**src/rtl/wb_pkg.sv**
```systemverilog
`default_nettype none
// +----------------------------------------------------------------------+
// | Module  : wb_pkg                                                     |
// | Brief   : Shared types and default widths for the writeback unit.    |
// | Revision: 1.0                                                        |
// +----------------------------------------------------------------------+
package wb_pkg;

   localparam int c_ADDR_WIDTH = 5;
   localparam int c_DATA_WIDTH = 64;

   typedef enum logic [1:0] {
      LS_BYTE   = 2'd0,
      LS_HALF   = 2'd1,
      LS_WORD   = 2'd2,
      LS_DOUBLE = 2'd3
   } load_size_e;

   typedef struct packed {
      logic [c_ADDR_WIDTH-1:0] rd;
      logic [c_DATA_WIDTH-1:0] data;
   } wb_entry_t;

endpackage
`default_nettype wire

```
**src/rtl/wb_load_extend.sv**
```systemverilog
`default_nettype none
// +----------------------------------------------------------------------+
// | Module  : wb_load_extend                                             |
// | Brief   : Sign/zero extension of load data to DATA_WIDTH.            |
// | Revision: 1.0                                                        |
// +----------------------------------------------------------------------+
module wb_load_extend
   import wb_pkg::*;
#(
   parameter int DATA_WIDTH = c_DATA_WIDTH
) (
   input  logic [DATA_WIDTH-1:0] data,
   input  load_size_e            size,
   input  logic                  is_unsigned,
   output logic [DATA_WIDTH-1:0] ext
);

   always_comb begin
      ext = data;
      unique case (size)
         LS_BYTE: begin
            if (is_unsigned) ext = DATA_WIDTH'(data[7:0]);
            else             ext = DATA_WIDTH'($signed(data[7:0]));
         end
         LS_HALF: begin
            if (is_unsigned) ext = DATA_WIDTH'(data[15:0]);
            else             ext = DATA_WIDTH'($signed(data[15:0]));
         end
         LS_WORD: begin
            if (is_unsigned) ext = DATA_WIDTH'(data[31:0]);
            else             ext = DATA_WIDTH'($signed(data[31:0]));
         end
         LS_DOUBLE: ext = data;
      endcase
   end

endmodule
`default_nettype wire

```
**src/rtl/writeback_unit.sv**
```systemverilog
`default_nettype none
// +----------------------------------------------------------------------+
// | Module  : writeback_unit                                             |
// | Brief   : Result queue feeding the register file write port, with    |
// |           load extension on entry. Define WB_BYPASS_EN to add two    |
// |           bypass query ports matching pending writes.                |
// | Revision: 1.0                                                        |
// +----------------------------------------------------------------------+
module writeback_unit
   import wb_pkg::*;
#(
   parameter int ADDR_WIDTH = c_ADDR_WIDTH,
   parameter int DATA_WIDTH = c_DATA_WIDTH,
   parameter int DEPTH      = 2
) (
   input  logic                  clk,
   input  logic                  reset,
   input  logic                  in_valid,
   output logic                  in_ready,
   input  logic [ADDR_WIDTH-1:0] in_rd,
   input  logic [DATA_WIDTH-1:0] in_data,
   input  logic                  in_is_load,
   input  logic [1:0]            in_size,
   input  logic                  in_unsigned,
   input  logic                  hold,
   input  logic                  flush,
   output logic                  write_enable,
   output logic [ADDR_WIDTH-1:0] write_addr,
   output logic [DATA_WIDTH-1:0] write_data,
   output logic [31:0]           retired
`ifdef WB_BYPASS_EN
   ,
   input  logic [ADDR_WIDTH-1:0] rs1_addr,
   input  logic [ADDR_WIDTH-1:0] rs2_addr,
   output logic                  rs1_hit,
   output logic                  rs2_hit,
   output logic [DATA_WIDTH-1:0] rs1_data,
   output logic [DATA_WIDTH-1:0] rs2_data
`endif
);

   localparam int c_PTR_W = $clog2(DEPTH);
   localparam int c_CNT_W = c_PTR_W + 1;

   typedef struct packed {
      logic [ADDR_WIDTH-1:0] rd;
      logic [DATA_WIDTH-1:0] data;
   } entry_t;

   entry_t               r_mem [DEPTH];
   logic [c_PTR_W-1:0]   r_wr_ptr;
   logic [c_PTR_W-1:0]   r_rd_ptr;
   logic [c_CNT_W-1:0]   r_count;
   logic [31:0]          r_retired;

   logic [DATA_WIDTH-1:0] w_ext_data;
   logic [DATA_WIDTH-1:0] w_push_data;
   logic                  w_push;
   logic                  w_pop;
   entry_t                w_head;

   wb_load_extend #(
      .DATA_WIDTH (DATA_WIDTH)
   ) u_load_extend (
      .data        (in_data),
      .size        (load_size_e'(in_size)),
      .is_unsigned (in_unsigned),
      .ext         (w_ext_data)
   );

   // flush blocks both the pop and the concurrent push
   always_comb begin
      w_push_data  = in_is_load ? w_ext_data : in_data;
      in_ready     = (r_count < c_CNT_W'(DEPTH));
      w_head       = r_mem[r_rd_ptr];
      w_pop        = (r_count != '0) && !hold && !flush;
      w_push       = in_valid && in_ready && !flush;
      write_enable = w_pop && (w_head.rd != '0);
      write_addr   = w_head.rd;
      write_data   = w_head.data;
      retired      = r_retired;
   end

   always_ff @(posedge clk) begin
      if (w_push) begin
         r_mem[r_wr_ptr] <= '{rd: in_rd, data: w_push_data};
      end
   end

   always_ff @(posedge clk or negedge reset) begin
      if (!reset) begin
         r_wr_ptr  <= '0;
         r_rd_ptr  <= '0;
         r_count   <= '0;
         r_retired <= '0;
      end else if (flush) begin
         r_wr_ptr  <= '0;
         r_rd_ptr  <= '0;
         r_count   <= '0;
      end else begin
         if (w_push) r_wr_ptr <= r_wr_ptr + 1'b1;
         if (w_pop) begin
            r_rd_ptr  <= r_rd_ptr + 1'b1;
            r_retired <= r_retired + 32'd1;
         end
         if (w_push && !w_pop)      r_count <= r_count + 1'b1;
         else if (!w_push && w_pop) r_count <= r_count - 1'b1;
      end
   end

`ifdef WB_BYPASS_EN
   // Walk oldest to youngest so the last match seen is the youngest.
   always_comb begin
      logic [c_PTR_W-1:0] idx;
      idx      = '0;
      rs1_hit  = 1'b0;
      rs2_hit  = 1'b0;
      rs1_data = '0;
      rs2_data = '0;
      for (int i = 0; i < DEPTH; i++) begin
         idx = r_rd_ptr + c_PTR_W'(i);
         if ((c_CNT_W'(i) < r_count) && (r_mem[idx].rd != '0)) begin
            if (r_mem[idx].rd == rs1_addr) begin
               rs1_hit  = 1'b1;
               rs1_data = r_mem[idx].data;
            end
            if (r_mem[idx].rd == rs2_addr) begin
               rs2_hit  = 1'b1;
               rs2_data = r_mem[idx].data;
            end
         end
      end
   end
`endif

endmodule
`default_nettype wire

```
**config.mk**
```make
export PLATFORM = sky130hd
export DESIGN_NAME = writeback_unit
export DESIGN_NICKNAME = d
export VERILOG_FILES = /design/src/rtl/wb_pkg.sv /design/src/rtl/wb_load_extend.sv /design/src/rtl/writeback_unit.sv
export SDC_FILE = /design/constraint.sdc
export NUM_CORES = 1
export LEC_CHECK = 0
export BUFFER_PORTS_ARGS = -buffer_cell sky130_fd_sc_hd__buf_2
export CORE_MARGIN = 1.5
export CORE_UTILIZATION = 57
export CTS_CLUSTER_SIZE = 10
export DETAILED_ROUTE_END_ITERATION = 6
export PLACE_DENSITY = 0.85
export SETUP_SLACK_MARGIN = 0.15
export SLEW_MARGIN = 5
export SYNTH_ARGS = -nofsm -noshare
export SYNTH_HDL_FRONTEND = slang
export SYNTH_SLANG_ARGS = --single-unit
export TNS_END_PERCENT = 100
```
**constraint.sdc**
```tcl
create_clock -name clk -period 15.65 [get_ports clk]
set_clock_uncertainty 0.2 [all_clocks]
set_input_delay 3.13 -clock clk [delete_from_list [all_inputs] [get_ports clk]]
set_output_delay 3.13 -clock clk [all_outputs]
set_load 0.01 [all_outputs]
```
==> results.yml, run 1 <==
sta:
  rsz0062_at_grt: "false"
  fin_crit_sh_pct: 47.3
  setup_viol: 0
  tns_ns: 0
  hold_viol: 0
  slew_headroom_pct: 18.5
  fmax_ghz: 0.135
  period_needed_ns: 7.41
  slew_viol_final: 0
  tightest_slew_ns: 1.22
clocking:
  clk_pin_slew_ns: 0.05
  cts_tree: "done"
  cts_hold_buf: 0
  cts_max_path_buffers: 2
  cts.sinks: 174
  numCtsBuffers: 17
  htree_levels: 4
  clk_latency_ns: 0.42
  cts_root_buffer: "clkbuf_16"
  cts_resized: 0
  postCtsSetupBuffers: 0
hold_path:
  holdPathEnd: "retired[31]"
  hold_start: "retired[31]"
  hp-class: "reg2reg"
  holdPathStages: 1
global_route:
  track_usage_pct: 22.7
  antenna_found_initial: 2
  overflow: 0
  grt_pass1_wl_um: 22600
  grt_max_degree: 71
  grt_pass1_vias: 4747
floorplanning:
  die_area_mm2: 0.0134
  die_x_um: 116
  io-pin-count: 181
  die_h_um: 116
  num_rows: 40
  core_area_mm2: 0.0122
  start_util_pct: 59.4
worst_setup_path:
  ff2ff_setup_slack_ns: 13.35
  crit_arrival_ns: 4.08
  criticalPathCategory: "in2out"
  setup.worst_path.start: "hold"
  cp-end-kind: "primary output"
  path_max_fanout: 7
  worstRegToRegCells: 4
  critPathRequiredTime_ns: 12.32
  cp-start-kind: "input pin"
  r2r_end: "retired[19]"
  timing.rr.start: "r_count[0]"
synthesis:
  ys.flop_type: "edfxtp_1"
  yosysUniqueCellTypes: 40
  syn_area_mm2: 0.00722
  yosysSeqAreaShare_pct: 69.9
  synth_area_per_cell_um2: 14.7
  synth_seq_cells: 174
  async_reset_ff_share_pct: 20.7
  synth_edf_count: 138
  synth_fp_nets: 569
  synth_cells: 490
  synth_warnings: 0
placement:
  hpwl_um: 9770
  routabilityCongestion: 0.796
  port-buffer-count: 180
run_status:
  status: "completed"
drt:
  drtIter0Drc: 259
  drc: 0
  drtPass1Iterations: 4
  wl_met1_um: 5560
  avgViaCountPerCell: 5.39
  vias: 4579
  wl_um: 14700
  drtAntennaViolNets: 0
  met2_length_um: 7740
  drt-wirelength-per-cell_um: 17.3
  dr.max_layer_used: "met5"
  wl_met3_um: 1030
power:
  cellPowerDensity_mw_per_mm2: 121
  ir_drop_uv: 89.0
  report.power.total_mw: 1.07
  p_leak_nw: 3.82
layout:
  drive_above_1_share_pct: 42.9
  fin_util_pct: 72.8
  fin_nets: 748
  n_fill_cell: 803
  syn_to_final_growth_pct: 22.6
job:
  drv_cap: 0
==> report_power, final <==
part	switching (mW)	internal [mW]	leakage [nW]
sequential	0.0107	0.527	1.76
combinational	0.0670	0.0520	1.78
clock	0.163	0.248	0.274
total	0.241	0.828	3.82
==> routing by layer <==
layer	up-vias	global-route usage (%)
met5	-	0
met4	4	9.71
met3	33	8.84
met2	164	40.2
met1	2225	24.2
li1	2153	-
==> final cells by class <==
type / instances / area (um^2) / share of cell area [%]
Clock inverter: 12 / 145 / 1.64
Inverter: 3 / 11.3 / 0.127
Sequential cell: 174 / 5050 / 57.0
Tap cell: 168 / 210 / 2.37
Clock buffer: 19 / 433 / 4.89
Antenna cell: 1 / 2.50 / 0.0283
Timing Repair Buffer: 184 / 931 / 10.5
Multi-Input combinational cell: 289 / 2070 / 23.4
==> sequential cells by signal, indices dropped and copies added, names as in the netlist <==
name / flops
r_mem: 138
retired: 32
r_count: 2
r_rd_ptr: 1
r_wr_ptr: 1
==> how the worst max path moves through the flow <==
| stage | endpoint | cells past startpoint |
|---|---|---|
| global route | write_enable | 5 |
| detailed placement | write_enable | 5 |
| global placement | write_enable | 5 |
| finish | write_enable | 5 |
| floorplan | r_mem[1][0] | 2 |
| CTS | write_enable | 5 |
==> placed cells by master, fill, tap and decap left out, drive strengths merged <==
cell and instances:
nor4b 1, clkinv 5, edfxtp 138, nor3b 1, o21a 2, bufinv 3
mux2i 1, a22oi 1, ha 1, and3 9, or3 2, a21o 15
and2 2, nand2 87, diode 1, nand3 13, dfrtp 36, nand4 6
buf 184, nand3b 2, or4b 1, nor3 6, o21bai 2, nand2b 3
xnor2 18, inv 4, mux2 70, nor2 6, o21ai 9, nor4 10
clkbuf 19, and4 3, or4 2, clkinvlp 3, xor2 15, a21oi 1
==> critical path, cell delays in order <==
cell and delay [ns]:
buf_2 0.12, o21bai_2 0.25, nor2_1 0.28, o21a_1 0.17, buf_2 0.13
==> cell usage after synthesis (2+ instances only) <==
| cell | n | area, um^2 |
|---|---|---|
| dfrtp_1 | 36 | 901 |
| nand4_1 | 6 | 37.5 |
| nand3b_1 | 2 | 15.0 |
| buf_1 | 3 | 11.3 |
| nand3_1 | 13 | 65.1 |
| a21o_1 | 15 | 113 |
| nor4_1 | 8 | 50.1 |
| xnor2_1 | 17 | 149 |
| o21ai_0 | 9 | 45.0 |
| buf_2 | 5 | 25.0 |
| mux2_2 | 70 | 788 |
| o21a_1 | 2 | 15.0 |
| and4_1 | 3 | 26.3 |
| nor4_2 | 2 | 25.0 |
| clkbuf_1 | 14 | 52.6 |
| and3_1 | 9 | 56.3 |
| nor3_1 | 6 | 30.0 |
| nor2_1 | 6 | 22.5 |
| xor2_1 | 15 | 131 |
| nand2b_1 | 3 | 18.8 |
| and2_1 | 2 | 12.5 |
| edfxtp_1 | 138 | 4140 |
| inv_1 | 3 | 11.3 |
| nand2_1 | 87 | 327 |
==> metrics by stage <==
step	instance area (um^2)	instances	setup slack, ns	hold slack (ns)
floorplan	7220	490	6.46	0.304
global placement	8270	818	8.27	0.256
detailed placement	8270	818	8.24	0.267
CTS	8850	849	8.23	0.279
global route	8850	849	8.17	0.297
finish	8850	850	8.24	0.274
==> logic make-up after synthesis <==
family          synth area share, %
compound gates                 2.82
xor+xnor                       4.11
fa+ha+maj                     0.173
buf+inv                        1.61
flops                          69.9
mux                            11.1
simple gates                   10.4
Power figures use the tool's default switching activity.
==> run 2, diff against run 1 <==
--- a/config.mk
+++ b/config.mk
@@ -7,10 +7,10 @@
 export LEC_CHECK = 0
 export BUFFER_PORTS_ARGS = -buffer_cell sky130_fd_sc_hd__buf_2
 export CORE_MARGIN = 1.5
-export CORE_UTILIZATION = 57
+export CORE_UTILIZATION = 53
 export CTS_CLUSTER_SIZE = 10
 export DETAILED_ROUTE_END_ITERATION = 6
-export PLACE_DENSITY = 0.85
+export PLACE_DENSITY = 0.8
 export SETUP_SLACK_MARGIN = 0.15
 export SLEW_MARGIN = 5
 export SYNTH_ARGS = -nofsm -noshare
==> constraint.sdc (replaced) <==
create_clock -name clk -period 7 [get_ports clk]
set_clock_uncertainty 0.2 [all_clocks]
set_input_delay 1.4 -clock clk [delete_from_list [all_inputs] [get_ports clk]]
set_output_delay 1.4 -clock clk [all_outputs]
set_load 0.01 [all_outputs]
==> run 2 against run 1 <==
  * Wire length increased by 3.5%
  * Sequential share of layout area decreased by 0.21 points
  * Sequential power increased by 120%
  * Power increased by 120%
  * Critical path depth decreased by 1
  * Register-to-register slack got worse by 8.7 ns
  * Worst setup slack got worse by 5.6 ns
  * Combinational power increased by 120%
  * Sequential cell count unchanged
  * Clock power increased by 130%
  * Worst hold slack got worse by 0.0025 ns
  * Utilization decreased by 6.0 points
  * Critical path type is now reg2out
  * Largest power group unchanged
  * Highest routed layer is now met4
==> results.yml, run 2 (same netlist as run 1, synthesis figures left out) <==
clocking:
  cts_root_buffer: "clkbuf_16"
  cts_hold_buf: 0
  postCtsSetupBuffers: 0
  cts_resized: 0
  htree_levels: 4
  cts_tree: "done"
  clk_pin_slew_ns: 0.07
  clk_latency_ns: 0.41
  cts.sinks: 174
  numCtsBuffers: 17
  cts_max_path_buffers: 2
worst_setup_path:
  cp-end-kind: "primary output"
  setup.worst_path.start: "r_rd_ptr"
  cp-start-kind: "flip-flop"
  criticalPathCategory: "reg2out"
  crit_arrival_ns: 2.77
  crit_path_cell_trace: "mux2_2, or4_1, o21a_1, buf_2"
  timing.rr.start: "r_count[0]"
  critPathMaxStageDelay_ns: 1.08
  critPathSlowestCell: "dfrtp_2"
  critPathRequiredTime_ns: 5.40
  path_max_fanout: 46
  crit_family: "flip-flops"
  path_buf_inv: 1
drt:
  drtPass1Iterations: 5
  vias: 4634
  avgViaCountPerCell: 5.39
  drc: 0
  wl_um: 15200
  drtIter0Drc: 309
  drtAntennaViolNets: 0
  drt-wirelength-per-cell_um: 17.7
global_route:
  overflow: 0
  track_usage_pct: 21.9
  antenna_found_initial: 1
  grt_pass1_vias: 4829
  grt_pass1_wl_um: 24000
  grt_max_degree: 70
power:
  p_clk_share_pct: 38.7
  p_sw_mw: 0.570
  sw_frac_of_total_pct: 23.8
  report.power.total_mw: 2.40
  cellPowerDensity_mw_per_mm2: 270
  p_comb_share_pct: 10.8
  p_leak_nw: 3.84
  seqPwrFrac_pct: 50.5
  p_int_mw: 1.83
  ir_drop_uv: 169
sta:
  hold_viol: 0
  setup_viol: 0
  period_needed_ns: 4.37
  layout_setup_ws_ns: 2.63
  fmax_ghz: 0.229
  tns_ns: 0
  slew_viol_final: 0
  fin_crit_sh_pct: 62.4
  tightest_slew_ns: 1.25
  rsz0062_at_grt: "false"
  slew_headroom_pct: 16.7
hold_path:
  hold_start: "retired[31]"
  hp-class: "reg2reg"
placement:
  hpwl_um: 9930
  routabilityCongestion: 0.790
  dp_slack_ns: 3.07
  port-buffer-count: 180
floorplanning:
  die_x_um: 120
  start_util_pct: 54.3
  die_area_mm2: 0.0143
  io-pin-count: 181
  num_rows: 42
  core_area_mm2: 0.0133
  die_h_um: 120
layout:
  largest-register: "r_mem"
  largest_register_ffs: 138
  drive_above_1_share_pct: 43.3
  layout_common_cells: "buf_2 (180), edfxtp_1 (138), nand2_1 (87)"
  syn_to_final_growth_pct: 23.1
  fin_nets: 748
  final_common_cell: "buf_2"
job:
  drv_cap: 0
run_status:
  status: "completed"
==> run 2: path summary, 6_finish.rpt <==
| check | depth (start not counted) | slack [ns] | end |
|---|---|---|---|
| max | 4 | 2.63 | write_enable |
| min | 1 | 0.27 | retired[31] |
| max reg2reg | 4 | 4.62 | retired[19] |
| min reg2reg | 1 | 0.27 | retired[31] |
| max in group asynchronous | 1 | 5.17 | r_rd_ptr |
| min in group asynchronous | 1 | 0.87 | retired[30] |
==> run 2: metal layers <==
layer  vias to the layer above  part of all wire [%]  global-route usage [%]
li1                       2168                     -                       -
met1                      2268                    38                    25.8
met2                       178                    52                    37.4
met3                        20                   8.0                    6.89
met4                         0                   1.7                    8.56
met5                         -                     0                       0
==> run 2: per-stage QoR <==
stage	util, %	std cells	cell area (um^2)	hold WS (ns)
2_1_floorplan	-	490	7230	0.304
3_3_place_gp	62.4	826	8300	0.253
3_5_place_dp	62.4	826	8300	0.274
4_1_cts	66.8	858	8880	0.284
5_1_grt	66.8	858	8880	0.295
6_report	66.8	859	8890	0.271
==> run 2: worst register-to-register path, delay by kind of cell (launching register included) <==
kind	cells	cell delay [ns]
AND/OR/NAND/NOR	2	1.28
flip-flops	1	0.43
XOR/XNOR	1	0.19
AO/OA/AOI/OAI	1	0.16
==> run 2: cell type report <==
cell class | instances | area (um^2)
flip-flops and latches | 174 | 5050
clock buffers | 18 | 429
fillers | 976 | 4410
inverters | 3 | 11.3
diodes | 1 | 2.50
well taps | 176 | 220
multi-input cells | 289 | 2090
repair buffers | 184 | 931
clock inverters | 14 | 159
==> run 2: power by group through the flow <==
stage | Sequential [mW] | Combinational [mW] | Clock [mW]
2_1_floorplan | 1.22 | 0.152 | 0
3_3_place_gp | 1.23 | 0.248 | 0
3_5_place_dp | 1.23 | 0.257 | 0
4_1_cts | 1.21 | 0.260 | 0.952
5_1_grt | 1.22 | 0.281 | 0.989
6_report | 1.21 | 0.258 | 0.928
